==> src/rtl/time_stamp_pkg.sv <==
// Shared types and constants for the timestamp frame transmitter.
// Frame: "MM-DD HH:MM:SS" with an optional CR/LF trailer.
package time_stamp_pkg;

    typedef enum logic {
        IDLE,
        SEND
    } state_t;

    localparam logic [7:0] ASCII_0   = 8'h30;
    localparam logic [7:0] SEP_DATE  = 8'h2D;
    localparam logic [7:0] SEP_SPACE = 8'h20;
    localparam logic [7:0] SEP_TIME  = 8'h3A;
    localparam logic [7:0] CR        = 8'h0D;
    localparam logic [7:0] LF        = 8'h0A;

    localparam int FRAME_LEN_BASE = 14;
    localparam int FRAME_LEN_CRLF = 16;

    function automatic logic [3:0] lastIndex(input bit crlfEn);
        return crlfEn ? 4'(FRAME_LEN_CRLF - 1) : 4'(FRAME_LEN_BASE - 1);
    endfunction

endpackage

==> src/rtl/bin2ascii2.sv <==
// Converts a 6-bit binary value (0..63) into two ASCII decimal digits.
// Out-of-calendar values are converted unchanged; no clamping.
module bin2ascii2
    import time_stamp_pkg::*;
(
    input  logic [5:0] i_bin,
    output logic [7:0] o_tens,
    output logic [7:0] o_ones
);

    logic [5:0] w_tens;
    logic [5:0] w_ones;

    assign w_tens = i_bin / 6'd10;
    assign w_ones = i_bin - w_tens * 6'd10;
    assign o_tens = ASCII_0 + {2'b00, w_tens};
    assign o_ones = ASCII_0 + {2'b00, w_ones};

endmodule

==> src/rtl/time_stamp_tx.sv <==
// Snapshots the watch time fields on a min15 edge or req edge and streams
// the ASCII timestamp frame to the UART TX over a valid/ready handshake.
module time_stamp_tx
    import time_stamp_pkg::*;
#(
    parameter bit CRLF_EN = 1'b1
) (
    input  logic       MH50,
    input  logic       rst,
    input  logic       min15,
    input  logic       req,
    input  logic [5:0] Hsec,
    input  logic [5:0] Hmin,
    input  logic [4:0] Hhour,
    input  logic [4:0] Hday,
    input  logic [3:0] Hmon,
    output logic [7:0] tx_data,
    output logic       tx_valid,
    input  logic       tx_ready,
    output logic       busy,
    output logic       dropped
);

    localparam logic [3:0] LAST_IDX = lastIndex(CRLF_EN);

    state_t     r_state;
    state_t     w_stateNext;
    logic [3:0] r_idx;
    logic [3:0] w_idxNext;
    logic       w_capture;

    logic       r_sync1;
    logic       r_sync2;
    logic       r_sync3;
    logic [1:0] r_fill;
    logic       r_armed;
    logic       r_reqDly;
    logic       r_trig;
    logic       w_minEdge;
    logic       w_reqEdge;

    logic [5:0] r_mon;
    logic [5:0] r_day;
    logic [5:0] r_hour;
    logic [5:0] r_min;
    logic [5:0] r_sec;

    logic [7:0] w_monTens, w_monOnes;
    logic [7:0] w_dayTens, w_dayOnes;
    logic [7:0] w_hourTens, w_hourOnes;
    logic [7:0] w_minTens, w_minOnes;
    logic [7:0] w_secTens, w_secOnes;
    logic [7:0] w_byte;

    // min15 edges count only once sync2 has shown a genuine low after reset,
    // so a pulse already high at reset release does not fire a frame.
    assign w_minEdge = r_sync2 & ~r_sync3 & r_armed;
    assign w_reqEdge = req & ~r_reqDly;

    always_ff @(posedge MH50) begin
        if (rst) begin
            r_sync1  <= 1'b0;
            r_sync2  <= 1'b0;
            r_sync3  <= 1'b0;
            r_fill   <= 2'b00;
            r_armed  <= 1'b0;
            r_reqDly <= 1'b0;
            r_trig   <= 1'b0;
        end else begin
            r_sync1  <= min15;
            r_sync2  <= r_sync1;
            r_sync3  <= r_sync2;
            r_fill   <= {r_fill[0], 1'b1};
            r_armed  <= r_armed | (r_fill[1] & ~r_sync2);
            r_reqDly <= req;
            r_trig   <= w_minEdge | w_reqEdge;
        end
    end

    always_ff @(posedge MH50) begin
        if (rst) begin
            r_state <= IDLE;
            r_idx   <= 4'd0;
            r_mon   <= 6'd0;
            r_day   <= 6'd0;
            r_hour  <= 6'd0;
            r_min   <= 6'd0;
            r_sec   <= 6'd0;
        end else begin
            r_state <= w_stateNext;
            r_idx   <= w_idxNext;
            if (w_capture) begin
                r_mon  <= {2'b00, Hmon};
                r_day  <= {1'b0, Hday};
                r_hour <= {1'b0, Hhour};
                r_min  <= Hmin;
                r_sec  <= Hsec;
            end
        end
    end

    always_comb begin
        w_stateNext = r_state;
        w_idxNext   = r_idx;
        w_capture   = 1'b0;
        tx_valid    = 1'b0;
        busy        = 1'b0;
        dropped     = 1'b0;
        case (r_state)
            IDLE: begin
                if (r_trig) begin
                    w_capture   = 1'b1;
                    w_stateNext = SEND;
                    w_idxNext   = 4'd0;
                end
            end
            SEND: begin
                tx_valid = 1'b1;
                busy     = 1'b1;
                dropped  = r_trig;
                if (tx_ready) begin
                    if (r_idx == LAST_IDX) begin
                        w_stateNext = IDLE;
                        w_idxNext   = 4'd0;
                    end else begin
                        w_idxNext = r_idx + 4'd1;
                    end
                end
            end
            default: w_stateNext = IDLE;
        endcase
    end

    bin2ascii2 uMon  (.i_bin(r_mon),  .o_tens(w_monTens),  .o_ones(w_monOnes));
    bin2ascii2 uDay  (.i_bin(r_day),  .o_tens(w_dayTens),  .o_ones(w_dayOnes));
    bin2ascii2 uHour (.i_bin(r_hour), .o_tens(w_hourTens), .o_ones(w_hourOnes));
    bin2ascii2 uMin  (.i_bin(r_min),  .o_tens(w_minTens),  .o_ones(w_minOnes));
    bin2ascii2 uSec  (.i_bin(r_sec),  .o_tens(w_secTens),  .o_ones(w_secOnes));

    always_comb begin
        w_byte = 8'h00;
        case (r_idx)
            4'd0:    w_byte = w_monTens;
            4'd1:    w_byte = w_monOnes;
            4'd2:    w_byte = SEP_DATE;
            4'd3:    w_byte = w_dayTens;
            4'd4:    w_byte = w_dayOnes;
            4'd5:    w_byte = SEP_SPACE;
            4'd6:    w_byte = w_hourTens;
            4'd7:    w_byte = w_hourOnes;
            4'd8:    w_byte = SEP_TIME;
            4'd9:    w_byte = w_minTens;
            4'd10:   w_byte = w_minOnes;
            4'd11:   w_byte = SEP_TIME;
            4'd12:   w_byte = w_secTens;
            4'd13:   w_byte = w_secOnes;
            4'd14:   w_byte = CR;
            4'd15:   w_byte = LF;
            default: w_byte = 8'h00;
        endcase
        tx_data = (r_state == SEND) ? w_byte : 8'h00;
    end

endmodule

==> config.mk <==
export PLATFORM = sky130hd
export DESIGN_NAME = time_stamp_tx
export DESIGN_NICKNAME = d
export VERILOG_FILES = /design/src/rtl/time_stamp_pkg.sv /design/src/rtl/bin2ascii2.sv /design/src/rtl/time_stamp_tx.sv
export SDC_FILE = /design/constraint.sdc
export NUM_CORES = 1
export LEC_CHECK = 0
export ABC_CLOCK_PERIOD_IN_PS = 5600
export BUFFER_PORTS_ARGS = -buffer_cell sky130_fd_sc_hd__buf_2
export CORE_MARGIN = 5
export CORE_UTILIZATION = 35
export CTS_CLUSTER_SIZE = 30
export DETAILED_ROUTE_END_ITERATION = 12
export PLACE_DENSITY = 0.56
export SKIP_CTS_REPAIR_TIMING = 1
export SYNTH_ARGS = -nofsm -noshare
export SYNTH_HDL_FRONTEND = slang
export SYNTH_HIERARCHICAL = 1
export SYNTH_SLANG_ARGS = --single-unit
==> constraint.sdc <==
create_clock -name MH50 -period 5.6 [get_ports MH50]
set_clock_uncertainty 0.2 [all_clocks]
set_input_delay 0.56 -clock MH50 [delete_from_list [all_inputs] [get_ports MH50]]
set_output_delay 0.56 -clock MH50 [all_outputs]
set_load 0.02 [all_outputs]
==> impl_metrics.yaml <==
synth:
  yosysSeqAreaShare_pct: 19.2
  synth_largest_area_cell: "dfxtp_1"
  synth_edf_count: 0
  synth_top_flop_cell: "dfxtp_1"
  syn_area_um2: 4080
  synthDominantCellAreaShare_pct: 19.2
  synth_async_sr_flop_share_pct: 0
  yosys-top-cells-area: "dfxtp_1 19%, ha_1 12%, nand2_1 7.5%"
  yosys_register_bits: 39
  syn_inst: 558
  synth_warnings: 6
  syn_area_per_cell_um2: 7.31
  synth.distinct_cells: 55
layout:
  drive_gt1_share_pct: 11.8
  final_core_util_pct: 38.3
  antenna_cells: 0
  syn_to_final_growth_pct: 7.18
  finalNetCount: 658
route:
  wl_per_cell_um: 13.1
  drc_errors: 0
  vias: 3526
  ant_nets: 0
  avgViaCountPerCell: 4.85
  drtIter0Drc: 242
  finalWirelength_mm: 9.53
  dr.pass1.iters: 4
floorplanning:
  chipWidth_um: 118
  rows: 39
  core-area_um2: 11400
  dieArea_um2: 13900
  die_h_um: 118
  num_io_pins: 42
  start_util_pct: 35.7
setup_path:
  cp-end-kind: "output port"
  start_kind: "flop"
  required_ns: 4.84
  crit_path_max_fanout: 7
  cp.arrival_ns: 4.40
  crit_type: "flop to output port"
global_routing:
  grt_pass1_wl_mm: 16.1
  first_global_vias: 3459
  grt_max_degree: 39
  overflow: 0
  antenna_found_initial: 0
  track_usage_pct: 13.6
cts:
  cts_root_buf: "clkbuf_16"
  clk_pin_slew_ns: 0.06
  clk_latency_ns: 0.28
  ctsHtreeMaxLevel: 2
  cts_tree: "done"
  cts_sinks: 39
  cts_made_buffers: 5
  cts_buffer_depth: 2
timing:
  timing.fmax_mhz: 194
  finalCriticalPeriod_ns: 5.16
  rsz0062_at_grt: "no"
  worstMarginPinSlew_ns: 1.03
  maxSlewViolCount: 0
  slew_headroom_pct: 31.3
  finalSetupTns_ns: 0
  hold_viol_final: 0
  setup_violations: 0
  min_period_over_period_pct: 92.2
run:
  maxCapViolations: 0
pwr:
  p_leak_uw: 0.00194
  powerDensity_nw_per_um2: 211
  max-vdd-ir-drop_mv: 0.235
placement:
  hpwl_mm: 7.33
  place.gp.congestion: 0.853
  io_buffers: 41
worst_hold_path:
  min_path_type: "flop to flop"
outcome:
  status: "complete, no violations"
-- layout by cell type, fill, tap and decap left out, types with 6 or more instances in the layout --
master,Yosys,routed
nand2_1,81,81
a21oi_1,59,59
conb_1,11,51
inv_1,42,42
buf_2,15,41
ha_1,39,39
dfxtp_1,39,39
nand2b_1,20,20
nor2_1,20,20
nor2b_1,16,15
xor2_1,15,15
a21o_1,13,13
o21ai_0,11,11
o21ai_1,11,11
nand3_1,10,10
nor3_1,7,7
mux2i_1,7,7
a31oi_1,7,7
o21a_1,6,6
and2_1,6,6
-- flip-flops by register name, summed over array words and instances (netlist names) --
register  cells
r_sync2       1
r_reqDly      1
r_sync3       1
r_hour        5
r_fill        2
r_idx         4
r_day         5
r_mon         4
r_state       1
r_trig        1
r_sec         6
r_sync1       1
r_min         6
r_armed       1
-- power breakdown --
group	leakage (uW)	total (uW)	internal, uW	switching [uW]
Combinational	0.00154	289	127	162
Clock	0.0000838	322	210	112
Sequential	0.000319	309	290	18.7
Total	0.00194	920	627	293
-- cells in the mapped netlist, drive strengths merged (11+ instances only) --
| library cell | number |
|---|---|
| buf | 58 |
| a21oi | 59 |
| conb | 11 |
| nand2b | 20 |
| nor2 | 20 |
| xor2 | 15 |
| nor2b | 16 |
| o21ai | 22 |
| inv | 47 |
| a21o | 18 |
| ha | 39 |
| nand2 | 81 |
| dfxtp | 39 |
-- cells by family (layout without fill, tap and decap cells) --
family,Yosys count,after routing,synth area share (%)
AND/OR/NAND/NOR,176,176,21.4
AO/OA/AOI/OAI,149,149,23.2
buffers and inverters,112,98,14.8
adder cells (fa/ha/maj),44,44,14.4
flip-flops,39,39,19.2
XOR/XNOR,20,20,4.30
other,11,51,1.01
multiplexers,7,7,1.72
-- path summary, 6_finish.rpt --
kind,from,to,slack [ns],depth (start not counted)
worst max-delay path,r_min[2],tx_data[5],0.44,21
worst max register to register,r_state,r_idx[3],3.31,3
worst min register to register,r_fill[0],r_fill[1],0.24,1
worst min-delay path,r_fill[0],r_fill[1],0.24,1
-- critical path, cell delays in order (launching register included) --
cell     delay [ns]
dfxtp_1        0.46
nor2_1         0.09
o21ai_1        0.12
a21o_2         0.18
inv_1          0.08
ha_1           0.30
nor2b_1        0.18
a21oi_1        0.09
a211o_1        0.32
ha_1           0.20
ha_1           0.28
inv_1          0.05
ha_1           0.30
a21oi_1        0.17
xnor2_1        0.19
ha_1           0.29
inv_1          0.05
nand2_1        0.05
o22a_1         0.23
o31a_1         0.11
a31oi_1        0.18
buf_2          0.21
-- layout make-up --
class / count / area, um2
clock buffers: 5 / 125
clock inverters: 3 / 43.8
fillers: 1246 / 7050
inverters: 47 / 176
multi-input cells: 447 / 2840
flip-flops and latches: 39 / 781
well taps: 143 / 179
repair buffers: 43 / 220
-- stage by stage --
| stage | worst slack [ns] | total power, uW | hold slack (ns) | area (um2) | std cells |
|---|---|---|---|---|---|
| 2_1_floorplan | 1.22 | 549 | 0.214 | 4230 | 598 |
| 3_3_place_gp | 0.795 | 596 | 0.220 | 4200 | 719 |
| 3_5_place_dp | 0.797 | 601 | 0.234 | 4200 | 719 |
| 4_1_cts | 0.459 | 926 | 0.248 | 4370 | 727 |
| 5_1_grt | 0.0739 | 989 | 0.270 | 4370 | 727 |
| 6_report | 0.437 | 920 | 0.239 | 4370 | 727 |
-- metal layers --
layer / track usage [%] / vias to the layer above / routed length, um
met2: 23.3 / 58 / 4430
li1: - / 1861 / -
met3: 2.45 / 9 / 354
met4: 3.37 / 0 / 116
met5: 0 / - / 0
met1: 17.6 / 1598 / 4630
(Power assumes the default switching activity.)
